--- src/rtl/alarm_controller.sv ---
// Alarm setpoint store, HH:MM match and ring/snooze FSM.
// All timing comes from the 1 Hz Tick strobe.
module alarm_controller #(
  parameter int RING_SEC   = 60,
  parameter int SNOOZE_SEC = 300,
  parameter int TW         = 9
) (
  input  logic       Clk,
  input  logic       Clr,
  input  logic       Tick,
  input  logic [3:0] HR_T,
  input  logic [3:0] HR_U,
  input  logic [3:0] MIN_T,
  input  logic [3:0] MIN_U,
  input  logic [3:0] AL_IN_HT,
  input  logic [3:0] AL_IN_HU,
  input  logic [3:0] AL_IN_MT,
  input  logic [3:0] AL_IN_MU,
  input  logic       LD_AL,
  input  logic       Alarm_En,
  input  logic       Snooze,
  input  logic       Off,
  output logic [3:0] AL_HT,
  output logic [3:0] AL_HU,
  output logic [3:0] AL_MT,
  output logic [3:0] AL_MU,
  output logic       Ringing,
  output logic       Snoozing,
  output logic       Buzz
);

  typedef enum logic [1:0] {
    IDLE    = 2'd0,
    RINGING = 2'd1,
    SNOOZE  = 2'd2
  } state_t;

  localparam logic [TW-1:0] T_RING = TW'(RING_SEC);
  localparam logic [TW-1:0] T_SNZ  = TW'(SNOOZE_SEC);
  localparam logic [TW-1:0] T_ONE  = TW'(1);

  state_t        state, state_d;
  logic [TW-1:0] timer, timer_d;
  logic          buzz_q, buzz_d;
  logic          match, match_q, rise;
  logic          quit;

  assign match = (HR_T == AL_HT) & (HR_U == AL_HU) &
                 (MIN_T == AL_MT) & (MIN_U == AL_MU);
  assign rise  = match & ~match_q;
  assign quit  = Off | ~Alarm_En;

  always_ff @(posedge Clk) begin
    if (Clr) begin
      state   <= IDLE;
      timer   <= '0;
      buzz_q  <= 1'b0;
      match_q <= 1'b1;
      AL_HT   <= '0;
      AL_HU   <= '0;
      AL_MT   <= '0;
      AL_MU   <= '0;
    end else begin
      state   <= state_d;
      timer   <= timer_d;
      buzz_q  <= buzz_d;
      match_q <= match;
      if (LD_AL) begin
        AL_HT <= AL_IN_HT;
        AL_HU <= AL_IN_HU;
        AL_MT <= AL_IN_MT;
        AL_MU <= AL_IN_MU;
      end
    end
  end

  always_comb begin
    state_d = state;
    timer_d = timer;
    buzz_d  = buzz_q;
    unique case (state)
      IDLE: begin
        timer_d = '0;
        buzz_d  = 1'b0;
        if (Alarm_En & rise) begin
          state_d = RINGING;
          timer_d = T_RING;
          buzz_d  = 1'b1;
        end
      end
      RINGING: begin
        if (quit) begin
          state_d = IDLE;
          timer_d = '0;
          buzz_d  = 1'b0;
        end else if (Snooze) begin
          state_d = SNOOZE;
          timer_d = T_SNZ;
          buzz_d  = 1'b0;
        end else if (Tick) begin
          if (timer == T_ONE) begin
            state_d = IDLE;
            timer_d = '0;
            buzz_d  = 1'b0;
          end else begin
            timer_d = timer - T_ONE;
            buzz_d  = ~buzz_q;
          end
        end
      end
      SNOOZE: begin
        buzz_d = 1'b0;
        if (quit) begin
          state_d = IDLE;
          timer_d = '0;
        end else if (Tick) begin
          if (timer == T_ONE) begin
            state_d = RINGING;
            timer_d = T_RING;
            buzz_d  = 1'b1;
          end else begin
            timer_d = timer - T_ONE;
          end
        end
      end
      default: begin
        state_d = IDLE;
        timer_d = '0;
        buzz_d  = 1'b0;
      end
    endcase
  end

  assign Ringing  = (state == RINGING);
  assign Snoozing = (state == SNOOZE);
  assign Buzz     = buzz_q;

endmodule
--- config.mk ---
export PLATFORM = sky130hd
export DESIGN_NAME = alarm_controller
export DESIGN_NICKNAME = d
export VERILOG_FILES = /design/src/rtl/alarm_controller.sv
export SDC_FILE = /design/constraint.sdc
export NUM_CORES = 1
export LEC_CHECK = 0
export CORE_MARGIN = 4
export CORE_UTILIZATION = 39
export DETAILED_ROUTE_END_ITERATION = 10
export GPL_TIMING_DRIVEN = 1
export HOLD_SLACK_MARGIN = 0.02
export PLACE_DENSITY = 0.82
export SLEW_MARGIN = 0
export SYNTH_ARGS = -nofsm -noshare
export SYNTH_HDL_FRONTEND = slang
export SYNTH_SLANG_ARGS = --single-unit
--- constraint.sdc ---
create_clock -name Clk -period 1.6 [get_ports Clk]
set_input_delay 0.32 -clock Clk [delete_from_list [all_inputs] [get_ports Clk]]
set_output_delay 0.32 -clock Clk [all_outputs]
set_load 0.05 [all_outputs]
==> results by stage <==
Run status:
- The flow ran to the end, but the final reports show violations.
- The final reports fail on setup timing.

Power and ir drop:
- Summed over all nets, the switching power comes to 0.499 mW.
- The cell area power density is 631 nW/µm².
- The internal portion of total power is 1.22 mW.
- The combinational fraction of design power is 22.4%.
- The analysis attributes to cell leakage a power of 1.22 nW.
- Sequential cells burn 44.1% of the power.
- IR analysis of the VDD net gives a maximum drop of 0.465 mV.
- The switching part of the total power is 29.0%.
- The fraction of power consumed by the clock network is 33.6%.
- Overall power consumption after layout is estimated at 1.72 mW.

Placed design:
- Routability-driven placement finished with a final weighted congestion of 0.930.
- Summed over all nets, the half-perimeter wirelength after detailed placement is 3630 µm.
- OpenSTA, run right after detailed placement, puts the worst setup slack at -594 ps.
- Buffers placed on the I/O ports in this run total 57.

Timing:
- Setup repair after global routing could not meet its margin everywhere.
- The worst path uses 114% of the clock period.
- The count of final setup violators is 6.
- The worst-margin pin slew is 349 ps.
- The tightest slew margin relative to the limit is 76.5%.
- After layout, the worst setup slack is -217 ps.
- The final hold violation count is 0.
- The setup skew after layout is 6.56 ps.
- Setup total negative slack on the finished layout was measured at -1090 ps.
- The maximum clock rate is 550 MHz.
- The final max-slew violation count is 0.
- The minimum clock period is 1820 ps.

Detailed routing:
- The detailed-route wire length per cell is 15.4 µm.
- In this run, the number of DRC markers left after iteration 0 of detailed routing was 55.
- The final route contains 1700 vias.
- For this run, design rule violations remaining after detail routing come to 0.
- The wire length reported by the detailed router is 5060 µm.
- After detailed routing, the number of vias per cell comes to 5.18.
- The first detailed-routing pass took 4 iterations.
- The count of nets left with antenna violations once routing finished came out at 0.

Run:
- Across the run, the number of max-cap violations was 0.

Worst setup path:
- For the worst setup path, the data required time is 1810 ps.
- STA classifies the critical path startpoint as a flip-flop.
- The worst setup path startpoint is AL_MU[2]$_SDFFE_PP0P_.
- The largest stage delay on the critical path is 360 ps.
- Together, buffers and inverters on the worst path number 2.
- The beginning of the worst register-to-register path is AL_MU[2]$_SDFFE_PP0P_.
- The category of the most critical setup path is reg -> reg.
- The arrival time at the worst endpoint is 2030 ps.
- Walking the worst path, the cells encountered are xor2_1 -> nor4_1 -> nand4_1 -> nor4_4 -> buf_4 -> buf_12 -> nor4_2 -> o21ai_1.
- The category of the worst setup path capture point is a flip-flop.
- For this design, the slowest cell found on the critical path is nor4_1.
- The biggest fanout along the worst timing path is 3.
- The worst reg-to-reg setup slack is -220 ps.
- Grouping stages by cell kind, the critical path spends the most delay in simple AND/OR/NAND/NOR gates.

Clock network:
- The number of clock buffers inserted by TritonCTS is 5.
- In this run the deepest clock path goes through 2 buffers.
- The clock tree from TritonCTS is built.
- After clock tree synthesis, the clock-pin slew on the worst setup and hold paths is 70 ps.
- The CTS H-tree depth is 2.
- The later pin in the worst-skew pair is clocked with a latency of 280 ps.
- The master cell of the clock root buffer is clkbuf_8.
- The clock drives 29 sinks.
- For this design, the CTS-stage hold fixing added 0 buffers.

Floorplanning:
- The floorplan step defined a die boundary enclosing 5010 µm².
- The number of primary I/O pins is 58.
- The core box area is 3740 µm².
- The initial core utilization is 41.1%.
- The chip width is 70.8 µm.
- After floorplanning, the core was divided into 22 placement rows.
- The die is 70.8 µm tall.

Synthesis:
- Summing the areas of all compound-gate instances in the mapped netlist gives 13.5% of the synthesized area.
- In the synthesized netlist, mux cells make up 11.1% of the area.
- The number of warning messages in the yosys log is 0.
- The share of synthesized area occupied by flip-flops and latches is 37.7%.
- Of the total synthesized cell area, the portion taken by AND, OR, NAND and NOR gates is 24.0%.
- The area share of the largest cell type after synthesis is 37.7%.
- The fraction of synthesis flops using an asynchronous set or reset pin is 0%.
- The number of distinct library cells after synthesis is 42.
- Yosys instantiated no cell more often than dfxtp_1.
- Ranked by instance count, the synthesized netlist is headed by dfxtp_1, nor2_1, mux2i_1, xor2_1, a21oi_1.
- The largest family of logic cells by synthesized area is simple AND/OR/NAND/NOR gates.
- In this run, synthesis inferred 0 flip-flops with an integrated enable.
- After synthesis the cells add up to 1540 µm².
- In this run, synthesis produced a sequential element count of 29.
- By area the synthesized netlist is led by dfxtp_1, mux2i_1, xor2_1.
- Counting every net in the synthesized netlist gives 217.
- The adder and majority cell fraction of the synthesized area is 1.63%.
- Summing the areas of all xor and xnor instances in the mapped netlist gives 9.67% of the synthesized area.
- The most common flop cell mapped by yosys is dfxtp_1.
- The most area-hungry cell type in the Yosys netlist is dfxtp_1.
- A synthesized cell averages 8.74 µm².
- The post-synthesis instance total is 176.

Cells and area:
- The area overhead of the layout relative to synthesis is 76.7%.
- Of the cells placed in the final design, the portion with a size suffix greater than 1 is 41.1%.
- The number of antenna cells inserted is 0.
- Cells fill 72.6% of the core in the end.
- The final-layout fill cell count is 299.
- The net total in the final layout is 320.

GRT:
- The maximum number of pins on one net before global-route repair is 16.
- The number of global-route vias before repair is 1755.
- The first global-routing pass estimated 8230 µm of wire.
- The initial antenna violation count is 0.
- Global routing used 20.7% of the available tracks.
- The aggregate global routing overflow is 0.

Min path:
- The hold path startpoint is timer[6]$_SDFFE_PP0P_.
- The worst hold path class is reg -> reg.
==> kinds of logic after synthesis <==
kind of cell	Yosys count
muxes	17
AOI/OAI and AO/OA	33
and+or+nand+nor	69
DFF	29
buffers and inverters	9
adders and majority gates	2
xor gates and xnor gates	17
==> registers in the layout (all words and copies together) (netlist names) <==
name and cells:
AL_MU 4, AL_MT 4, timer 9, match_q 1
state 2, Buzz 1, AL_HU 4, AL_HT 4
==> repair_timing <==
item	in CTS	in global routing
endpoints found under the setup margin	8	11
resized for setup	20	21
pin swaps	16	7
buffers inserted	6	2
endpoints found under the hold margin	0	0
==> placed cells by master (no fill, tap or decap), types with 3 or more instances in the layout <==
| cell | n |
|---|---|
| dfxtp_1 | 10 |
| buf_4 | 57 |
| dlygate4sd2_1 | 15 |
| clkdlybuf4s50_1 | 22 |
| mux2i_1 | 16 |
| a21oi_1 | 11 |
| dfxtp_2 | 4 |
| nor4_2 | 4 |
| o21ai_1 | 4 |
| nor4_1 | 3 |
| nor3_1 | 3 |
| dfxtp_4 | 15 |
| buf_6 | 3 |
| nand2_1 | 7 |
| clkbuf_8 | 5 |
| o21ai_0 | 4 |
| xor2_1 | 16 |
| nor2_1 | 28 |
| buf_12 | 4 |
==> worst min-delay path: cells and delay by family, from the launching register on <==
kind / cells / cell delay, ps
DFF: 1 / 330
AOI/OAI and AO/OA: 2 / 130
==> power groups by stage <==
stage | clock network, mW | registers (mW) | logic [mW]
floorplan | 0 | 0.859 | 0.0956
global placement | 0 | 0.771 | 0.376
detailed placement | 0 | 0.772 | 0.383
CTS | 0.584 | 0.756 | 0.377
global route | 0.612 | 0.759 | 0.407
finish | 0.577 | 0.756 | 0.384
==> layout make-up <==
type,instances,area [µm²],area share (%)
Multi-Input combinational cell,138,1020,37.5
Timing Repair Buffer,102,906,33.3
Sequential cell,29,642,23.6
Clock buffer,5,68.8,2.53
Tap cell,48,60.1,2.21
Clock inverter,3,12.5,0.460
Inverter,3,11.3,0.414
==> path summary, 6_finish.rpt <==
path | endpoint | cells past startpoint
setup / recovery | timer[2]$_SDFFE_PP0P_ | 8
hold / removal | timer[6]$_SDFFE_PP0P_ | 2
setup reg to reg | timer[2]$_SDFFE_PP0P_ | 8
hold reg to reg | timer[6]$_SDFFE_PP0P_ | 2
==> metal layers <==
layer	GRT usage, %	vias up	wire length (µm)
met2	35.4	68	2550
li1	-	827	-
met4	5.64	0	48
met1	26.4	797	2090
met5	0	-	0
met3	3.98	8	368
==> through the flow <==
| step | hold slack (ps) | cells | area (µm²) |
|---|---|---|---|
| floorplan | 416 | 176 | 1620 |
| global placement | 495 | 312 | 2490 |
| detailed placement | 499 | 312 | 2490 |
| CTS | 509 | 326 | 2640 |
| global route | 551 | 328 | 2720 |
| finish | 510 | 328 | 2720 |
(Power assumes the default switching activity.)
